===== src/rtl/vmove_seq.sv =====
// vmove_seq: reads source beats from one VRF port, feeds them to the 6-stage move pipe, pulses done on the last return.
// Latency: accept at T -> rd_en T+1 -> mv_valid T+2 -> done one cycle after the final mv_out_valid.
// Backpressure: stall only holds off new reads (in-flight beats always forward); optional VMOVE_SEQ_PERF_EN adds stall_cycles.
module vmove_seq #(
   parameter int REQ_DATA_WIDTH    = 64,
   parameter int REQ_ADDR_WIDTH    = 32,
   parameter int REQ_BE_DATA_WIDTH = REQ_DATA_WIDTH / 8,
   parameter int NBYTES_WIDTH      = 16,
   parameter int OUTST_WIDTH       = 4
) (
   input  logic                         clk,
   input  logic                         rst,
   input  logic                         cmd_valid,
   output logic                         cmd_ready,
   input  logic [REQ_ADDR_WIDTH-1:0]    cmd_src_addr,
   input  logic [REQ_ADDR_WIDTH-1:0]    cmd_dst_addr,
   input  logic [NBYTES_WIDTH-1:0]      cmd_nbytes,
   input  logic                         cmd_sca,
   input  logic [1:0]                   cmd_sew,
   input  logic                         cmd_w_reg,
   input  logic                         stall,
   output logic                         rd_en,
   output logic [REQ_ADDR_WIDTH-1:0]    rd_addr,
   input  logic [REQ_DATA_WIDTH-1:0]    rd_data,
   output logic                         mv_valid,
   output logic [REQ_ADDR_WIDTH-1:0]    mv_addr,
   output logic [REQ_DATA_WIDTH-1:0]    mv_vec,
   output logic [REQ_BE_DATA_WIDTH-1:0] mv_be,
   output logic                         mv_w_reg,
   output logic                         mv_sca,
   input  logic                         mv_out_valid,
   output logic                         busy,
   output logic                         done
`ifdef VMOVE_SEQ_PERF_EN
   ,
   output logic [31:0]                  stall_cycles
`endif
);

   localparam int BE_LOG = $clog2(REQ_BE_DATA_WIDTH);

   typedef enum logic [1:0] {
      S_IDLE,
      S_ISSUE,
      S_DRAIN,
      S_DONE
   } state_t;

   state_t                         state_q;
   logic [NBYTES_WIDTH-1:0]        k_q;
   logic [NBYTES_WIDTH-1:0]        beats_q;
   logic [REQ_BE_DATA_WIDTH-1:0]   last_be_q;
   logic [REQ_ADDR_WIDTH-1:0]      src_q;
   logic [REQ_ADDR_WIDTH-1:0]      dst_q;
   logic                           w_reg_q;
   logic                           sca_q;
   logic                           rd_en_q;
   logic [REQ_ADDR_WIDTH-1:0]      rd_addr_q;
   logic [REQ_ADDR_WIDTH-1:0]      rd_dst_q;
   logic [REQ_BE_DATA_WIDTH-1:0]   rd_be_q;
   logic                           mv_valid_q;
   logic [REQ_ADDR_WIDTH-1:0]      mv_addr_q;
   logic [REQ_BE_DATA_WIDTH-1:0]   mv_be_q;
   logic                           mv_w_reg_q;
   logic                           mv_sca_q;
   logic [OUTST_WIDTH-1:0]         outst_q;
   logic [OUTST_WIDTH-1:0]         outst_d;
   logic                           busy_q;
   logic                           done_q;
   logic                           cmd_ready_q;
`ifdef VMOVE_SEQ_PERF_EN
   logic [31:0]                    stall_cnt_q;
`endif

   logic                           accept;
   logic [BE_LOG-1:0]              cmd_rem;
   logic [NBYTES_WIDTH-1:0]        cmd_beats;
   logic [REQ_BE_DATA_WIDTH-1:0]   cmd_last_be;
   logic                           issue_go;
   logic                           issue_last;
   logic [NBYTES_WIDTH-1:0]        issue_k;
   logic [NBYTES_WIDTH-1:0]        issue_beats;
   logic [REQ_ADDR_WIDTH-1:0]      issue_src;
   logic [REQ_ADDR_WIDTH-1:0]      issue_dst;
   logic [REQ_BE_DATA_WIDTH-1:0]   issue_lbe;
   logic [REQ_BE_DATA_WIDTH-1:0]   issue_be;

   // Decode the offered command: beat count and the byte-enable of its final beat.
   always_comb begin
      cmd_rem     = cmd_nbytes[BE_LOG-1:0];
      cmd_beats   = (cmd_nbytes >> BE_LOG) + NBYTES_WIDTH'(cmd_rem != '0);
      cmd_last_be = '1;
      for (int b = 0; b < REQ_BE_DATA_WIDTH; b++) begin
         if (cmd_sca) begin
            cmd_last_be[b] = (b < (1 << cmd_sew));
         end else if (cmd_rem != '0) begin
            cmd_last_be[b] = (b < int'(cmd_rem));
         end
      end
      if (cmd_sca) begin
         cmd_beats = NBYTES_WIDTH'(1);
      end
   end

   // Beat 0 is issued on the accept edge itself so rd_en lands at T+1.
   always_comb begin
      accept      = cmd_valid && cmd_ready_q && (state_q == S_IDLE);
      issue_go    = 1'b0;
      issue_k     = k_q;
      issue_beats = beats_q;
      issue_src   = src_q;
      issue_dst   = dst_q;
      issue_lbe   = last_be_q;
      if (state_q == S_IDLE) begin
         issue_k     = '0;
         issue_beats = cmd_beats;
         issue_src   = cmd_src_addr;
         issue_dst   = cmd_dst_addr;
         issue_lbe   = cmd_last_be;
         issue_go    = accept && !stall && (cmd_beats != '0);
      end else if (state_q == S_ISSUE) begin
         issue_go    = !stall;
      end
      issue_last = (issue_k == issue_beats - NBYTES_WIDTH'(1));
      issue_be   = issue_last ? issue_lbe : '1;
   end

   always_comb begin
      outst_d = outst_q;
      if (mv_valid_q && !mv_out_valid) begin
         outst_d = outst_q + OUTST_WIDTH'(1);
      end else if (!mv_valid_q && mv_out_valid && (outst_q != '0)) begin
         outst_d = outst_q - OUTST_WIDTH'(1);
      end
   end

   always_ff @(posedge clk or negedge rst) begin
      if (!rst) begin
         state_q     <= S_IDLE;
         k_q         <= '0;
         beats_q     <= '0;
         last_be_q   <= '0;
         src_q       <= '0;
         dst_q       <= '0;
         w_reg_q     <= 1'b0;
         sca_q       <= 1'b0;
         rd_en_q     <= 1'b0;
         rd_addr_q   <= '0;
         rd_dst_q    <= '0;
         rd_be_q     <= '0;
         mv_valid_q  <= 1'b0;
         mv_addr_q   <= '0;
         mv_be_q     <= '0;
         mv_w_reg_q  <= 1'b0;
         mv_sca_q    <= 1'b0;
         outst_q     <= '0;
         busy_q      <= 1'b0;
         done_q      <= 1'b0;
         cmd_ready_q <= 1'b1;
`ifdef VMOVE_SEQ_PERF_EN
         stall_cnt_q <= '0;
`endif
      end else begin
         outst_q    <= outst_d;
         rd_en_q    <= issue_go;
         mv_valid_q <= rd_en_q;
         if (rd_en_q) begin
            mv_addr_q  <= rd_dst_q;
            mv_be_q    <= rd_be_q;
            mv_w_reg_q <= w_reg_q;
            mv_sca_q   <= sca_q;
         end

         case (state_q)
            S_IDLE: begin
               if (accept) begin
                  src_q       <= cmd_src_addr;
                  dst_q       <= cmd_dst_addr;
                  beats_q     <= cmd_beats;
                  last_be_q   <= cmd_last_be;
                  w_reg_q     <= cmd_w_reg;
                  sca_q       <= cmd_sca;
                  k_q         <= '0;
                  cmd_ready_q <= 1'b0;
                  busy_q      <= 1'b1;
`ifdef VMOVE_SEQ_PERF_EN
                  stall_cnt_q <= '0;
`endif
                  if (cmd_beats == '0) begin
                     state_q <= S_DONE;
                  end else if (issue_go && issue_last) begin
                     state_q <= S_DRAIN;
                  end else begin
                     state_q <= S_ISSUE;
                  end
               end
            end
            S_ISSUE: begin
`ifdef VMOVE_SEQ_PERF_EN
               if (stall && (stall_cnt_q != '1)) begin
                  stall_cnt_q <= stall_cnt_q + 32'd1;
               end
`endif
               if (issue_go && issue_last) begin
                  state_q <= S_DRAIN;
               end
            end
            S_DRAIN: begin
               // outst_d lets done fire in the cycle right after the last return.
               if (!rd_en_q && !mv_valid_q && (outst_d == '0)) begin
                  state_q <= S_DONE;
                  done_q  <= 1'b1;
               end
            end
            S_DONE: begin
               // Zero-length commands arrive with done_q low and spend one extra cycle here.
               if (!done_q) begin
                  done_q <= 1'b1;
               end else begin
                  done_q      <= 1'b0;
                  busy_q      <= 1'b0;
                  cmd_ready_q <= 1'b1;
                  state_q     <= S_IDLE;
               end
            end
            default: state_q <= S_IDLE;
         endcase

         if (issue_go) begin
            k_q       <= issue_k + NBYTES_WIDTH'(1);
            rd_addr_q <= issue_src + REQ_ADDR_WIDTH'(issue_k);
            rd_dst_q  <= issue_dst + REQ_ADDR_WIDTH'(issue_k);
            rd_be_q   <= issue_be;
         end
      end
   end

   assign cmd_ready = cmd_ready_q;
   assign busy      = busy_q;
   assign done      = done_q;
   assign rd_en     = rd_en_q;
   assign rd_addr   = rd_addr_q;
   assign mv_valid  = mv_valid_q;
   assign mv_addr   = mv_addr_q;
   // VRF read data is already a register output and is valid in the mv_valid cycle.
   assign mv_vec    = rd_data;
   assign mv_be     = mv_be_q;
   assign mv_w_reg  = mv_w_reg_q;
   assign mv_sca    = mv_sca_q;
`ifdef VMOVE_SEQ_PERF_EN
   assign stall_cycles = stall_cnt_q;
`endif

endmodule


===== config.mk =====
export PLATFORM = sky130hd
export DESIGN_NAME = vmove_seq
export DESIGN_NICKNAME = d
export VERILOG_FILES = /design/src/rtl/vmove_seq.sv
export SDC_FILE = /design/constraint.sdc
export NUM_CORES = 1
export LEC_CHECK = 0
export CAP_MARGIN = 20
export CORE_ASPECT_RATIO = 1.25
export CORE_MARGIN = 2
export CORE_UTILIZATION = 25
export DETAILED_ROUTE_END_ITERATION = 8
export SLEW_MARGIN = 10
export SYNTH_ARGS = -nofsm -noshare
export SYNTH_HDL_FRONTEND = slang
export SYNTH_SLANG_ARGS = --single-unit

===== constraint.sdc =====
create_clock -name clk -period 16 [get_ports clk]
set_input_delay 4 -clock clk [delete_from_list [all_inputs] [get_ports clk]]
set_output_delay 4 -clock clk [all_outputs]
set_load 0.005 [all_outputs]

**After elaboration in Yosys (flattened, before gate mapping)**

Cells that the tools add are included.

- Reduce and logical (&&, ||, !) cells: 29
- $lt $le $gt $ge: 15
- Add/sub/neg operators: 7
- Multiplexer cells: 46
- Shift operators: 1
- Eq/ne operators: 8

Operators by type and width:

| cell | count |
|---|---|
| < comparator 4 x 32 -> 1 bit, first input constant | 4 |
| two-way mux 16 bit | 5 |
| adder 32 x 16 -> 32 bit | 2 |
| < comparator 3 x 32 -> 1 bit, first input constant | 2 |
| two-way mux 32 bit | 2 |
| < comparator 1 x 32 -> 1 bit, first input constant | 1 |
| < comparator 2 x 32 -> 1 bit, first input constant | 1 |
| left shift 1 x 2 -> 32 bit, first input constant | 1 |
| two-way mux 1 bit | 24 |
| adder 16 x 1 -> 16 bit, second input constant | 1 |
| == test 16 bit | 1 |
| logical NOT 16 bit | 1 |
| two-way mux 8 bit | 2 |
| nonzero test 16 bit | 1 |
| subtractor 16 x 1 -> 16 bit, second input constant | 1 |
| adder 13 x 1 -> 14 bit | 1 |
| two-way mux 14 bit | 1 |
| two-way mux 2 bit | 6 |
| logical AND 1 bit | 10 |
| < comparator 3 bit, first input constant | 3 |
| two-way mux 4 bit | 2 |
| one-hot mux 2 bit (4 select lines) | 1 |
| nonzero test 2 bit | 4 |
| < comparator 1 x 3 -> 1 bit, first input constant | 2 |
| 16 further kinds | 27 |

- Word-level logic and storage cells: 127
- Input port bits: 153
- Register bits after elaboration: 231
- Output and inout port bits: 143

**Longest topological paths before layout**

- Word-level depth: 11
- Mapped depth: 22
- Depth with buffers taken out: 16

**Worst setup path before layout**

No wires, ideal clock.

- Kind: input to output
- Start point: input rd_data[0]
- End point: output mv_vec[0]
- Arrival time: 4111 ps
- Required time: 12000 ps
- Cell stages on the path: 1
- Path slack: 7889 ps
- Buffers on the path: 1
- Cells stage by stage: buf_4

RTL lines:

| what | RTL line | RTL |
|---|---|---|
| start: declaration | 24 | `input logic [REQ_DATA_WIDTH-1:0] rd_data,` |
| end: declaration | 27 | `output logic [REQ_DATA_WIDTH-1:0] mv_vec,` |

No word-level cell between the ends.

**Final worst setup path**

- Start point: input rd_data[30]
- End point: output mv_vec[30]

No word-level cell between the ends.

==> run summary <==
The flow ran to the end, and the final reports show no timing, DRC or antenna violations. Yosys printed 0 warnings. The clock latency reported for the late side of the worst-skew pair was 0.57 ns. The H-tree level count came out at 1. Buffers added to address setup during post-CTS repair amount to 0. For the total of endpoints with negative setup slack in the final report, the log shows 0. Timing would allow up to 125 MHz.

The most frequent standard cell in the layout excluding fill and tap cells was nand2_1. Critical path start-end classification: in2out. For this run the aggregate overflow at the end of global routing stands at 0. The die span in y is 263 um, and the half-perimeter wire length after placement is 27400 um. The cell area that synthesis handed to floorplanning was 13500 um^2. The first global-routing pass estimated 59500 um of wire.

In this run the remaining antenna-violating nets after routing total 0. The run gives 3 as the maximum clock insertion buffer count. The required time at the worst-slack endpoint is 12.00 ns, and the cell count of the worst hold path is 1. The starting utilization of the core area came out at 25.2%.

For the worst flop-to-flop path, the logic depth is 15. The placeable core region was 53500 um^2. The tools report the number of ports placed on the die boundary as 296. The post-layout utilization of the core is 30.6%. The area growth from synthesis to layout is 21.6%. After detailed routing, the average wire length per cell comes to 16.8 um.

Via count of the first global-routing pass: 10800. The total wire length is 37900 um, and the final-report max-slew violation count is 0. A synthesized cell averages 9.12 um^2.

TritonCTS built the clock tree. After clock tree synthesis, the flow added hold-fix buffers numbering 0. The floorplan step defined a die boundary enclosing 55700 um^2. For the arrival time of data at the critical path endpoint, the log shows 4.00 ns. The detailed-route vias per instance was 4.68.

The design internal power is 0.00110 W. The critical hold path startpoint is last_be_q[0]. The count of flip-flops with a built-in enable after synthesis was 0. The relative max-transition margin was 32.5%. Setup repair after global routing left no endpoint under its margin.

The post-route setup TNS is 0 ns, and the number of inserted filler cells in the final layout is 5555. For the pin with the worst max-slew slack, the measured transition is 1.01 ns. After synthesis the netlist holds a flip-flop and latch count of 229. For the number of antenna violations at the first check in global routing, the log shows 5. The library cell used as clock root buffer is clkbuf_16.

The largest driver fanout on the critical path was 1. The startpoint identified for the worst register-to-register timing path is state_q[0]. Synthesis handed over a netlist of 1476 instances.

Synthesis instantiated 78 different standard cells from the library. The worst setup path is launched from an input pin. IR analysis of the VDD net gives a maximum drop of 0.0000631 V. The beginning of the critical path is rd_data[30]. The total leakage power came out at 7.09 nW.

Net switching is 27.5% of the power. The clock network is responsible for 42.5% of the overall power. After detailed routing, the number of remaining DRC violations is 0. The number of standard cells in the final layout excluding fillers is 2260. The floorplan row count came out at 95. The critical register-to-register path endpoint was rd_dst_q[31]. When the netlist entered floorplanning its net count stood at 1673. The worst path uses 50.0% of the clock period. The logs give 0 for the number of hold violations in the final report and 0.000418 W for the net switching power of the design. After clock tree synthesis, the repair step resized 0 gates. The tools report the worst-case hold path end point as last_be_q[0].

Sequential elements use 42.6% of the synthesized area. The worst slack at placement was 7.44 ns; the fraction of final layout cells sized beyond drive strength 1 was 10.7%. The quantity of I/O buffers inserted on ports came out at 167.

The clock-pin slew on the worst setup and hold paths is 0.06 ns. Power spread over the standard cell area amounts to 92.8 nW/um^2. After routing the design area is 16400 um^2. Among all flip-flop cells after synthesis, the most frequent one is dfrtp_1. Buffers inserted during clock tree synthesis total 28. The number of detailed-route iterations in the first pass is 5, and the standard cell area after detailed placement is 15400 um^2.

The tools report the count of nets after finishing as 1753. Counting tap cells, the placed design contains a total of 2203 instances. The library cells used most frequently in the layout, excluding fill and tap cells, are nand2_1 (363), dfrtp_1 (227), clkdlybuf4s50_1 (166), o21ai_0 (107), mux2_2 (78). Summing over every cut layer, the via total after detailed routing is 10600. The tools report the power share of the combinational group as 15.1%.

For the share of power burned in registers, the log shows 42.5%. The number of DRC violations after detailed-routing iteration 0 is 506, and the routability-driven placement congestion ratio is 0.799. In this run the register-to-register setup slack is 10.64 ns.

Max-cap violations in this run came to 0. Worst min-delay path category: reg2reg. The final critical-path required period is 8.00 ns, and the sink count of the clock tree is 229. Counting flops with an async set or reset pin after synthesis yields a share of 100%. Global routing consumed, over all layers together, 13.5% of the routing resources. The final worst setup slack came out at 8.00 ns.

The x dimension of the die works out to 212 um. The kind of end point of the critical path was an output pin. Between clock sinks in the finished design, the worst skew comes to 0.0354 ns. Entering global routing, the biggest net connects 119 pins.
## Yosys cell counts, types with 12 or more instances
library cell	count	area, um^2
xor2_1	41	359
nor2b_1	22	138
a21o_1	18	135
o21ai_0	107	536
ha_1	42	526
nor2_1	71	267
mux2_2	78	878
nand4_1	12	75.1
buf_4	64	480
o31ai_1	16	120
inv_1	24	90.1
xnor2_1	52	455
nand3_1	31	155
nor3_1	14	70.1
clkbuf_1	44	165
dfrtp_1	228	5710
mux2i_1	36	360
a21oi_1	41	205
nand2_1	363	1360
## worst reg2reg max path: stages (launching register included)
cell      delay, ns
dfrtp_1        0.41
inv_1          0.15
ha_4           0.43
buf_4          0.61
inv_2          0.50
nand2_1        0.25
inv_1          0.19
ha_1           0.36
o21ai_0        0.13
a21oi_1        0.18
o211a_1        0.21
o311ai_0       0.21
a21oi_1        0.60
nor4bb_1       0.54
xor2_1         0.32
o21ai_0        0.14
## cell type report
class | instances | area (um^2) | share of cell area (%)
tap | 679 | 850 | 5.19
sequential | 229 | 5730 | 35.0
clock inverter | 12 | 155 | 0.948
multi-input combinational | 1091 | 6920 | 42.3
timing repair buffer | 179 | 1800 | 11.0
clock buffer | 38 | 788 | 4.82
antenna | 5 | 12.5 | 0.0765
inverter | 27 | 101 | 0.620
## routing by layer
layer	vias to the layer above	GRT usage (%)	wire, um
met1	5063	17.3	16800
met2	266	22.5	18200
met5	-	0	0
li1	5156	-	-
met4	0	5.63	1240
met3	82	1.87	1690
## worst max-delay path by stage
stage | to | slack [ns] | cells after the start
2_1_floorplan | mv_vec[0] | 7.89 | 1
3_3_place_gp | state_q[0] | 7.59 | 16
3_5_place_dp | state_q[0] | 7.44 | 16
4_1_cts | mv_vec[24] | 8.00 | 0
5_1_grt | state_q[0] | 7.58 | 16
6_report | mv_vec[30] | 8.00 | 0
## cells by family (layout without fill, tap and decap cells)
kind of cell	after synthesis	in the layout	share of synthesized area, %
AO/OA/AOI/OAI	258	258	12.0
AND/OR/NAND/NOR	579	579	19.2
buffers and inverters	156	256	6.28
multiplexers	117	117	9.59
adder cells (fa/ha/maj)	44	44	4.20
other	0	5	0
XOR/XNOR	93	93	6.05
flip-flops	229	229	42.6
## metrics by stage
step	total power, W	hold slack (ns)
detailed placement	0.000884	0.456
global placement	0.000878	0.453
global route	0.00159	0.479
CTS	0.00154	0.471
floorplan	0.000776	0.394
finish	0.00152	0.467
## power by group through the flow
stage | clock, W | sequential [W] | combinational, W
finish | 0.000645 | 0.000644 | 0.000229
global route | 0.000690 | 0.000650 | 0.000254
CTS | 0.000667 | 0.000645 | 0.000231
detailed placement | 0 | 0.000655 | 0.000229
global placement | 0 | 0.000653 | 0.000225
floorplan | 0 | 0.000644 | 0.000132
Note: power is estimated with default switching activity, not from simulation.
